**config.mk**
```make
export PLATFORM = sky130hd
export DESIGN_NAME = nonrestoring_divider
export DESIGN_NICKNAME = d
export VERILOG_FILES = /design/src/rtl/div_pkg.sv /design/src/rtl/div_sign_fix.sv /design/src/rtl/nonrestoring_divider.sv
export SDC_FILE = /design/constraint.sdc
export NUM_CORES = 1
export LEC_CHECK = 0
export ABC_AREA = 1
export BUFFER_PORTS_ARGS = -buffer_cell sky130_fd_sc_hd__buf_2
export CORE_UTILIZATION = 49
export DETAILED_ROUTE_END_ITERATION = 10
export PLACE_DENSITY = 0.69
export SYNTH_ARGS = -nofsm -noshare
export SYNTH_HDL_FRONTEND = slang
export SYNTH_SLANG_ARGS = --single-unit
```
**constraint.sdc**
```tcl
create_clock -name clk -period 5.1 [get_ports clk]
set_clock_uncertainty 0.1 [all_clocks]
set_input_delay 0.765 -clock clk [delete_from_list [all_inputs] [get_ports clk]]
set_output_delay 0.765 -clock clk [all_outputs]
set_load 0.05 [all_outputs]
```
**src/rtl/div_pkg.sv**
```systemverilog
`default_nettype none
// ============================================================================
// Module   : div_pkg
// Purpose  : Shared constants for the sequential divider (and the booth
//            multiplier beside it): FSM state encodings and default widths.
// Contents : c_DEF_N  - default divisor/quotient/remainder width
//            c_DEF_CW - default step-counter width, clog2(c_DEF_N)+1
//            c_IDLE / c_ITER / c_CORR / c_DONE - 2-bit state codes
// Revision : 1.0 - initial release
// ============================================================================
package div_pkg;

    localparam int c_DEF_N  = 8;
    localparam int c_DEF_CW = 4;

    localparam logic [1:0] c_IDLE = 2'd0;
    localparam logic [1:0] c_ITER = 2'd1;
    localparam logic [1:0] c_CORR = 2'd2;
    localparam logic [1:0] c_DONE = 2'd3;

endpackage : div_pkg
`default_nettype wire

```
**src/rtl/div_sign_fix.sv**
```systemverilog
`default_nettype none
// ============================================================================
// Module   : div_sign_fix
// Purpose  : Combinational conditional two's-complement negation. With
//            i_neg tied to the operand's sign bit it yields the magnitude;
//            with i_neg as a result sign it applies the sign fix-up.
// Ports    : i_val [W-1:0] - value in
//            i_neg         - 1: output the negation of i_val
//            o_val [W-1:0] - value out
// Revision : 1.0 - initial release
// ============================================================================
module div_sign_fix #(
    parameter int W = 8
) (
    input  logic [W-1:0] i_val,
    input  logic         i_neg,
    output logic [W-1:0] o_val
);

    // The most negative value maps onto itself, which read as unsigned is
    // exactly its magnitude.
    assign o_val = i_neg ? ({W{1'b0}} - i_val) : i_val;

endmodule : div_sign_fix
`default_nettype wire

```
**src/rtl/nonrestoring_divider.sv**
```systemverilog
`default_nettype none
// ============================================================================
// Module   : nonrestoring_divider
// Purpose  : Sequential signed divider, 2N-bit dividend by N-bit divisor.
//            Radix-2 non-restoring core on magnitudes, one quotient bit per
//            clock, followed by a single correction/sign fix-up cycle.
// Ports    : clk, rst (sync, active high)
//            start                 - request, sampled only in IDLE
//            dividend [2N-1:0]     - signed, sampled with start
//            divisor  [N-1:0]      - signed, sampled with start
//            quotient [N-1:0]      - signed, truncated toward zero
//            remainder[N-1:0]      - signed, sign follows dividend
//            busy                  - operation in progress
//            done                  - one-cycle result-valid pulse
//            div_by_zero, overflow - status flags, valid with done
//            u [CW-1:0]            - iteration count (debug)
// Revision : 1.0 - initial release
// ============================================================================
module nonrestoring_divider
    import div_pkg::*;
#(
    parameter int N  = c_DEF_N,
    parameter int CW = c_DEF_CW
) (
    input  logic             clk,
    input  logic             rst,
    input  logic             start,
    input  logic [2*N-1:0]   dividend,
    input  logic [N-1:0]     divisor,
    output logic [N-1:0]     quotient,
    output logic [N-1:0]     remainder,
    output logic             busy,
    output logic             done,
    output logic             div_by_zero,
    output logic             overflow,
    output logic [CW-1:0]    u
);

    localparam logic [N-1:0]  c_HALF    = {1'b1, {(N-1){1'b0}}};
    localparam logic [CW-1:0] c_LAST_M1 = CW'(N - 1);

    logic [1:0]     r_state;
    logic [N:0]     r_p;        // signed partial remainder
    logic [N-1:0]   r_a;        // dividend low half, becomes quotient magnitude
    logic [N-1:0]   r_v;        // divisor magnitude
    logic           r_sgn_dd;
    logic           r_sgn_dv;

    logic [2*N-1:0] w_dd_mag;
    logic [N-1:0]   w_dv_mag;
    logic [N:0]     w_p_sh;
    logic [N:0]     w_p_step;
    logic [N-1:0]   w_rem_mag;
    logic           w_q_neg;
    logic           w_q_ovf;
    logic [N-1:0]   w_q_fix;
    logic [N-1:0]   w_r_fix;

    div_sign_fix #(.W(2*N)) u_abs_dd (
        .i_val (dividend),
        .i_neg (dividend[2*N-1]),
        .o_val (w_dd_mag)
    );

    div_sign_fix #(.W(N)) u_abs_dv (
        .i_val (divisor),
        .i_neg (divisor[N-1]),
        .o_val (w_dv_mag)
    );

    // |P| < V <= 2^(N-1) between steps, so P fits N signed bits and the
    // shifted value 2P+bit still fits the N+1-bit register.
    assign w_p_sh   = {r_p[N-1:0], r_a[N-1]};
    assign w_p_step = r_p[N] ? (w_p_sh + {1'b0, r_v}) : (w_p_sh - {1'b0, r_v});

    // Final restore of a negative partial remainder; result is below V.
    assign w_rem_mag = r_p[N] ? (r_p[N-1:0] + r_v) : r_p[N-1:0];

    assign w_q_neg = r_sgn_dd ^ r_sgn_dv;
    // Negative results may reach 2^(N-1); positive ones only 2^(N-1)-1.
    assign w_q_ovf = w_q_neg ? (r_a > c_HALF) : r_a[N-1];

    div_sign_fix #(.W(N)) u_fix_q (
        .i_val (r_a),
        .i_neg (w_q_neg),
        .o_val (w_q_fix)
    );

    div_sign_fix #(.W(N)) u_fix_r (
        .i_val (w_rem_mag),
        .i_neg (r_sgn_dd),
        .o_val (w_r_fix)
    );

    always_ff @(posedge clk) begin
        if (rst) begin
            r_state     <= c_IDLE;
            r_p         <= '0;
            r_a         <= '0;
            r_v         <= '0;
            r_sgn_dd    <= 1'b0;
            r_sgn_dv    <= 1'b0;
            quotient    <= '0;
            remainder   <= '0;
            u           <= '0;
            busy        <= 1'b0;
            done        <= 1'b0;
            div_by_zero <= 1'b0;
            overflow    <= 1'b0;
        end else begin
            done <= 1'b0;
            case (r_state)
                c_IDLE: begin
                    if (start) begin
                        r_p         <= {1'b0, w_dd_mag[2*N-1:N]};
                        r_a         <= w_dd_mag[N-1:0];
                        r_v         <= w_dv_mag;
                        r_sgn_dd    <= dividend[2*N-1];
                        r_sgn_dv    <= divisor[N-1];
                        u           <= '0;
                        div_by_zero <= 1'b0;
                        overflow    <= 1'b0;
                        if (divisor == '0) begin
                            div_by_zero <= 1'b1;
                            quotient    <= '1;
                            remainder   <= dividend[N-1:0];
                            r_state     <= c_DONE;
                        end else if (w_dd_mag[2*N-1:N] >= w_dv_mag) begin
                            // Quotient magnitude cannot fit N bits.
                            overflow    <= 1'b1;
                            quotient    <= '0;
                            remainder   <= '0;
                            r_state     <= c_DONE;
                        end else begin
                            busy        <= 1'b1;
                            r_state     <= c_ITER;
                        end
                    end
                end
                c_ITER: begin
                    r_p <= w_p_step;
                    r_a <= {r_a[N-2:0], ~w_p_step[N]};
                    u   <= u + CW'(1);
                    if (u == c_LAST_M1) begin
                        r_state <= c_CORR;
                    end
                end
                c_CORR: begin
                    if (w_q_ovf) begin
                        overflow  <= 1'b1;
                        quotient  <= '0;
                        remainder <= '0;
                    end else begin
                        quotient  <= w_q_fix;
                        remainder <= w_r_fix;
                    end
                    r_state <= c_DONE;
                end
                c_DONE: begin
                    done    <= 1'b1;
                    busy    <= 1'b0;
                    r_state <= c_IDLE;
                end
                default: r_state <= c_IDLE;
            endcase
        end
    end

endmodule : nonrestoring_divider
`default_nettype wire

```
After elaboration in Yosys (flattened, before gate mapping)

Index checks and enable logic that the tools add are counted.

Latch bits: 0
Register bits: 53
Memories kept: 0
ROM bits: 0
Input bits: 27
RAM bits: 0

Div/mod/pow operators: 0
Add/sub/neg operators: 8
Mux-type cells: 38
$mul: 0
Equal/unequal tests: 10
Shifts and indexed selects: 0
Order comparisons: 2
Bitwise gates (word level): 2
Reductions and logical operators: 11

Operators with widths:

| cell                                                 | number |
|---|---|
| 2-to-1 mux 8 bit                                     | 12 |
| one-hot mux 8 bit (2 select lines)                   | 3 |
| subtractor 1 x 8 -> 8 bit, first input constant      | 3 |
| 2-to-1 mux 9 bit                                     | 2 |
| one-hot mux 9 bit (2 select lines)                   | 1 |
| 2-to-1 mux 16 bit                                    | 1 |
| subtractor 1 x 16 -> 16 bit, first input constant    | 1 |
| 2-to-1 mux 1 bit                                     | 10 |
| != test 2 bit, second input constant                 | 5 |
| adder 9 x 8 -> 9 bit                                 | 1 |
| subtractor 9 x 8 -> 9 bit                            | 1 |
| adder 8 bit                                          | 1 |
| greater-or-equal comparator 8 bit                    | 1 |
| greater-than comparator 8 bit, second input constant | 1 |
| logical NOT 8 bit                                    | 1 |
| 2-to-1 mux 2 bit                                     | 4 |
| one-hot mux 2 bit (4 select lines)                   | 1 |
| one-hot mux 4 bit (2 select lines)                   | 1 |
| AND reduction 2 bit                                  | 3 |
| AND reduction 3 bit                                  | 2 |
| nonzero test 2 bit                                   | 3 |
| adder 4 x 1 -> 4 bit, second input constant          | 1 |
| == test 2 bit, second input constant                 | 2 |
| == test 4 x 3 -> 1 bit, second input constant        | 1 |
| 8 further kinds                                      | 9 |

Logic depth before layout (Yosys ltp)

Word-level depth: 7
Mapped depth: 20
Mapped depth without buffers: 19

Cells and area by module

Synthesis repeated with hierarchy kept, for this count alone.

Cell total of the unflattened synthesis: 777
Area, all modules: 4,769.6 µm²

Modules (own cells, without submodules):

| module                       | area each (µm²) | instances | cells each |
|---|---|---|---|
| nonrestoring_divider         | 3,727.3         | 1         | 574 |
| div_sign_fix at u_abs_dv ... | 195.2           | 3         | 39 |
| div_sign_fix at u_abs_dd     | 456.7           | 1         | 86 |

Worst setup path after synthesis

Ideal clock, no wire load.

Kind: input to register
Start point: input dividend[0]
End point: register remainder[0]
Library setup time: 116 ps
Path slack: 1,863 ps
Arrival time: 3,021 ps
Cell stages on the path: 18
Required time: 4,884 ps
Buffers on the path: 2
Cell sequence: inv_1 -> ha_1 -> nand4_1 -> o21ai_0 -> o21ai_0 -> xor2_1 -> ha_1 -> nand2_1 -> nor2_1 -> nand4_1 -> nand3_1 -> nand2_1 -> a21oi_2 -> buf_6 -> inv_4 -> buf_6 -> nor2_1 -> nor2_1

Cells in the longest elaborated chain, start to end: 5

Ends and longest elaborated chain:

| item                              | line                        | text |
|---|---|---|
| start: declaration                | nonrestoring_divider.sv:28  | `input logic [2*N-1:0] dividend,` |
| subtractor 1 x 16 -> 16 bit       | div_sign_fix.sv:22          | `assign o_val = i_neg ? ({W{1'b0}} - i_val) : i_val;` |
| 2-to-1 mux 16 bit                 | div_sign_fix.sv:22          |  |
| greater-or-equal comparator 8 bit | nonrestoring_divider.sv:128 | `end else if (w_dd_mag[2*N-1:N] >= w_dv_mag) begin` |
| != test 3 bit (no line)           | -                           |  |
| AND reduction 3 bit (no line)     | -                           |  |
| end signal: assignment            | nonrestoring_divider.sv:126 | `remainder <= dividend[N-1:0];` |
| end signal: assignment            | nonrestoring_divider.sv:155 | `remainder <= w_r_fix;` |
| end: declaration                  | nonrestoring_divider.sv:31  | `output logic [N-1:0] remainder,` |

Several ways; a longest one is shown, not always the timed one. The select of a mux whose other input is x is not followed.
A chain may end at the register's enable or synchronous reset.

Worst setup path in the final report

Start point: input dividend[0]
End point: register remainder[2]

Cells in the longest elaborated chain, start to end: 5

Ends and longest elaborated chain:

| item                              | line |
|---|---|
| subtractor 1 x 16 -> 16 bit       | div_sign_fix.sv:22 |
| 2-to-1 mux 16 bit                 | div_sign_fix.sv:22 |
| greater-or-equal comparator 8 bit | nonrestoring_divider.sv:128 |
| != test 3 bit (no line)           | - |
| AND reduction 3 bit (no line)     | - |

Every way passes these cells.

==> Flow_metrics.wiki <==
{| class="wikitable"
! Metric !! Value
|-
| Clk buf depth || 2
|-
| Clock tree from TritonCTS || built
|-
| Most frequent standard cell in the layout excluding fill and tap cells || nand2_1
|-
| Placement Rows || 33
|-
| Area delta synth->final || 8.95%
|-
| Relative slew slack || 0.404
|-
| Endpoint arrival time on the critical path || 3.95 ns
|-
| Async set-reset flop share out of synthesis || 0
|-
| Max frequency || 261 MHz
|-
| Clock network latency to the later pin of the worst-skew pair || 0.31 ns
|-
| Detailed-route DRC error count || 0
|-
| Post-synth EDFFs || 0
|-
| Transition time at the pin with the least slew margin || 0.894 ns
|-
| Required arrival time at the worst endpoint || 5.22 ns
|-
| CTS HTree Levels || 2
|-
| Clock-pin slew of the registers on the worst-case setup and hold paths || 0.11 ns
|-
| Synth Area per Inst || 6.39 µm²
|-
| Effective utilization at floorplan || 0.513
|-
| Area share of the largest cell type after synthesis || 0.248
|-
| Quantity of hold-fixing buffers added after cts || 0
|-
| Ys Warns || 0
|-
| Outcome || complete, no violations
|-
| Wire length of the first global-routing pass || 18,600 µm
|-
| Max Cap Violations || 0
|-
| Final antenna diode count || 0
|-
| Worst slack, placed || 0.978 ns
|-
| Setup repair after global routing missed its margin || false
|-
| Crit path time final || 3.83 ns
|-
| Final estimated routing congestion in global placement || 0.976
|-
| Worst Hold Margin || 0.355 ns
|-
| Portion of total power attributed to sequential cells || 0.240
|-
| Internal portion of total power || 0.00131 W
|-
| Class of the most critical setup path || input port to flip-flop
|-
| Portion of total power attributed to combinational logic || 0.670
|-
| Setup slack of the worst register-to-register path || 2.32 ns
|-
| FF+latch count, synth || 53
|-
| Cell count after synthesis || 669
|-
| Number of nets in the final layout || 768
|-
| Leakage power || 2.40 nW
|-
| Hold violation total from the final report || 0
|-
| Primary FF master, synth || dfxtp_1
|-
| Sequential cell area fraction in the yosys report || 0.248
|-
| Mapped Nets || 731
|-
| Num CTS Buffers || 5
|-
| Sort of element at the end of the critical path || flip-flop
|-
| DP Wirelength || 8710 µm
|-
| Largest driver fanout on the critical path || 20
|-
| Wire length after detailed routing || 11,200 µm
|-
| Power Dens Cells || 625 nW/µm²
|-
| Startpoint kind of the worst setup timing path || input port
|-
| DRT Pass-1 Iters || 5
|-
| Number of top-level pins || 51
|-
| Setup TNS Final || 0 ns
|-
| Synth top area cells || dfxtp_1 25%, nand2_1 11%, ha_1 9.7%
|-
| Leading cell types in the layout, fill and taps excluded || 130 x nand2_1, 101 x inv_1, 72 x nor2_1, 67 x o21ai_0, 62 x a21oi_1
|-
| Violation count after the first detailed-routing iteration || 205
|-
| Proportion of layout cells with a drive suffix above 1 || 0.100
|-
| Total global routing overflow || 0
|-
| Maximum number of pins on one net before global-route repair || 30
|-
| Share of the clock period used by the worst path || 0.751
|-
| Final-report max-slew violation count || 0
|-
| Overall die area || 9100 µm²
|-
| GRT Util Overall || 0.264
|-
| Clock Sinks || 53
|-
| Routed length per placed instance || 13.8 µm
|-
| Core Area || 8340 µm²
|-
| Final number of setup-violating endpoints || 0
|-
| Count of vias placed by the detailed router || 4,396
|-
| Synth area leader || dfxtp_1
|-
| Cell depth of the worst hold path || 2
|-
| Vias in the first global route || 3,920
|-
| Post-cts repair resize count || 0
|-
| Peak supply drop || 0.329 mV
|-
| Net Sw Power || 0.00160 W
|-
| Clock network fraction of total power || 0.089
|-
| DIE WIDTH || 95.4 µm
|-
| Initial antenna violation count || 0
|-
| Vias/cell || 5.41
|-
| Total standard cell area after synthesis || 4280 µm²
|-
| IO Port Bufs || 50
|-
| Die H || 95.4 µm
|-
| Worst Setup Slack, final || 1.27 ns
|-
| Root Buffer Master || clkbuf_8
|-
| Count of unique library cells instantiated by Yosys || 39
|-
| R2R depth || 10
|-
| Post-CTS repair timing setup buffer count || 0
|-
| Post-route antenna net violation count || 0
|-
| Switching share of power || 0.551
|-
| Hold WC Path Type || flip-flop to flip-flop
|}
[kinds of logic after synthesis]
logic type / count (synthesis) / share of synthesized area
buf+inv: 126 / 0.118
compound gates: 159 / 0.203
xor+xnor: 32 / 0.0655
fa+ha+maj: 35 / 0.106
simple gates: 264 / 0.259
flops: 53 / 0.248
[layer usage]
metal  track usage  part of all wire
met2         0.440              0.45
met4        0.0821             0.017
met3        0.0303             0.054
met1         0.355              0.48
met5             0                 0
[power groups by stage]
stage          combinational [W]  sequential (W)  clock, W
4_1_cts                  0.00195        0.000698  0.000264
5_1_grt                  0.00224        0.000721  0.000277
3_5_place_dp             0.00193        0.000708         0
3_3_place_gp             0.00189        0.000704         0
6_report                 0.00195        0.000699  0.000260
2_1_floorplan            0.00143        0.000811         0
[synth_stat cells (2+ instances only)]
cell	count
nor2_1	72
a221oi_1	2
or2_2	2
o21ai_0	68
buf_2	3
clkbuf_1	15
o21ai_2	2
xor2_1	29
xnor2_1	3
fa_1	2
a21oi_1	62
o211ai_1	6
nand2_1	130
inv_1	101
buf_6	2
o22ai_1	3
nand3_1	37
buf_4	3
o31ai_1	5
dfxtp_1	53
and3_1	2
a31oi_1	3
nor3_1	8
ha_1	33
o21a_1	2
nand4_1	8
[sequential cells by signal, indices dropped and copies added (netlist names)]
register	cells
r_v	8
quotient	8
remainder	8
r_p	9
r_sgn_dd	1
div_by_zero	1
done	1
r_state	2
overflow	1
u	4
r_sgn_dv	1
r_a	8
busy	1
[critical path, cell delays in order]
cell,delay (ns)
buf_2,0.10
inv_1,0.12
ha_1,0.19
nand4_1,0.15
o21ai_0,0.39
o21ai_0,0.19
xor2_1,0.20
ha_1,0.28
nand2_1,0.06
nor2_1,0.14
nand4_1,0.09
nand3_1,0.13
nand2_1,0.08
a21oi_2,0.68
inv_4,0.15
nor2_1,0.17
nor2_1,0.06
[area by class of cell]
class | count | area (µm²)
inverter | 103 | 389
clock buffer | 5 | 68.8
clock inverter | 3 | 26.3
sequential | 53 | 1060
tap | 105 | 131
timing repair buffer | 53 | 273
multi-input combinational | 490 | 2710
fill | 851 | 3680
[final timing paths]
check,start,end
worst min-delay path,busy,busy
worst max-delay path,dividend[0],remainder[2]
worst min register to register,busy,busy
worst max register to register,r_state[1],r_p[6]
[stage by stage]
stage / power (W) / instances / util / cell area (µm²)
after floorplan: 0.00224 / 669 / - / 4280
after global placement: 0.00260 / 804 / 0.547 / 4560
after detailed placement: 0.00264 / 804 / 0.547 / 4560
after CTS: 0.00291 / 812 / 0.559 / 4660
after global routing: 0.00324 / 812 / 0.559 / 4660
final: 0.00291 / 812 / 0.559 / 4660
No activity file was read; power rests on OpenSTA's default activity.
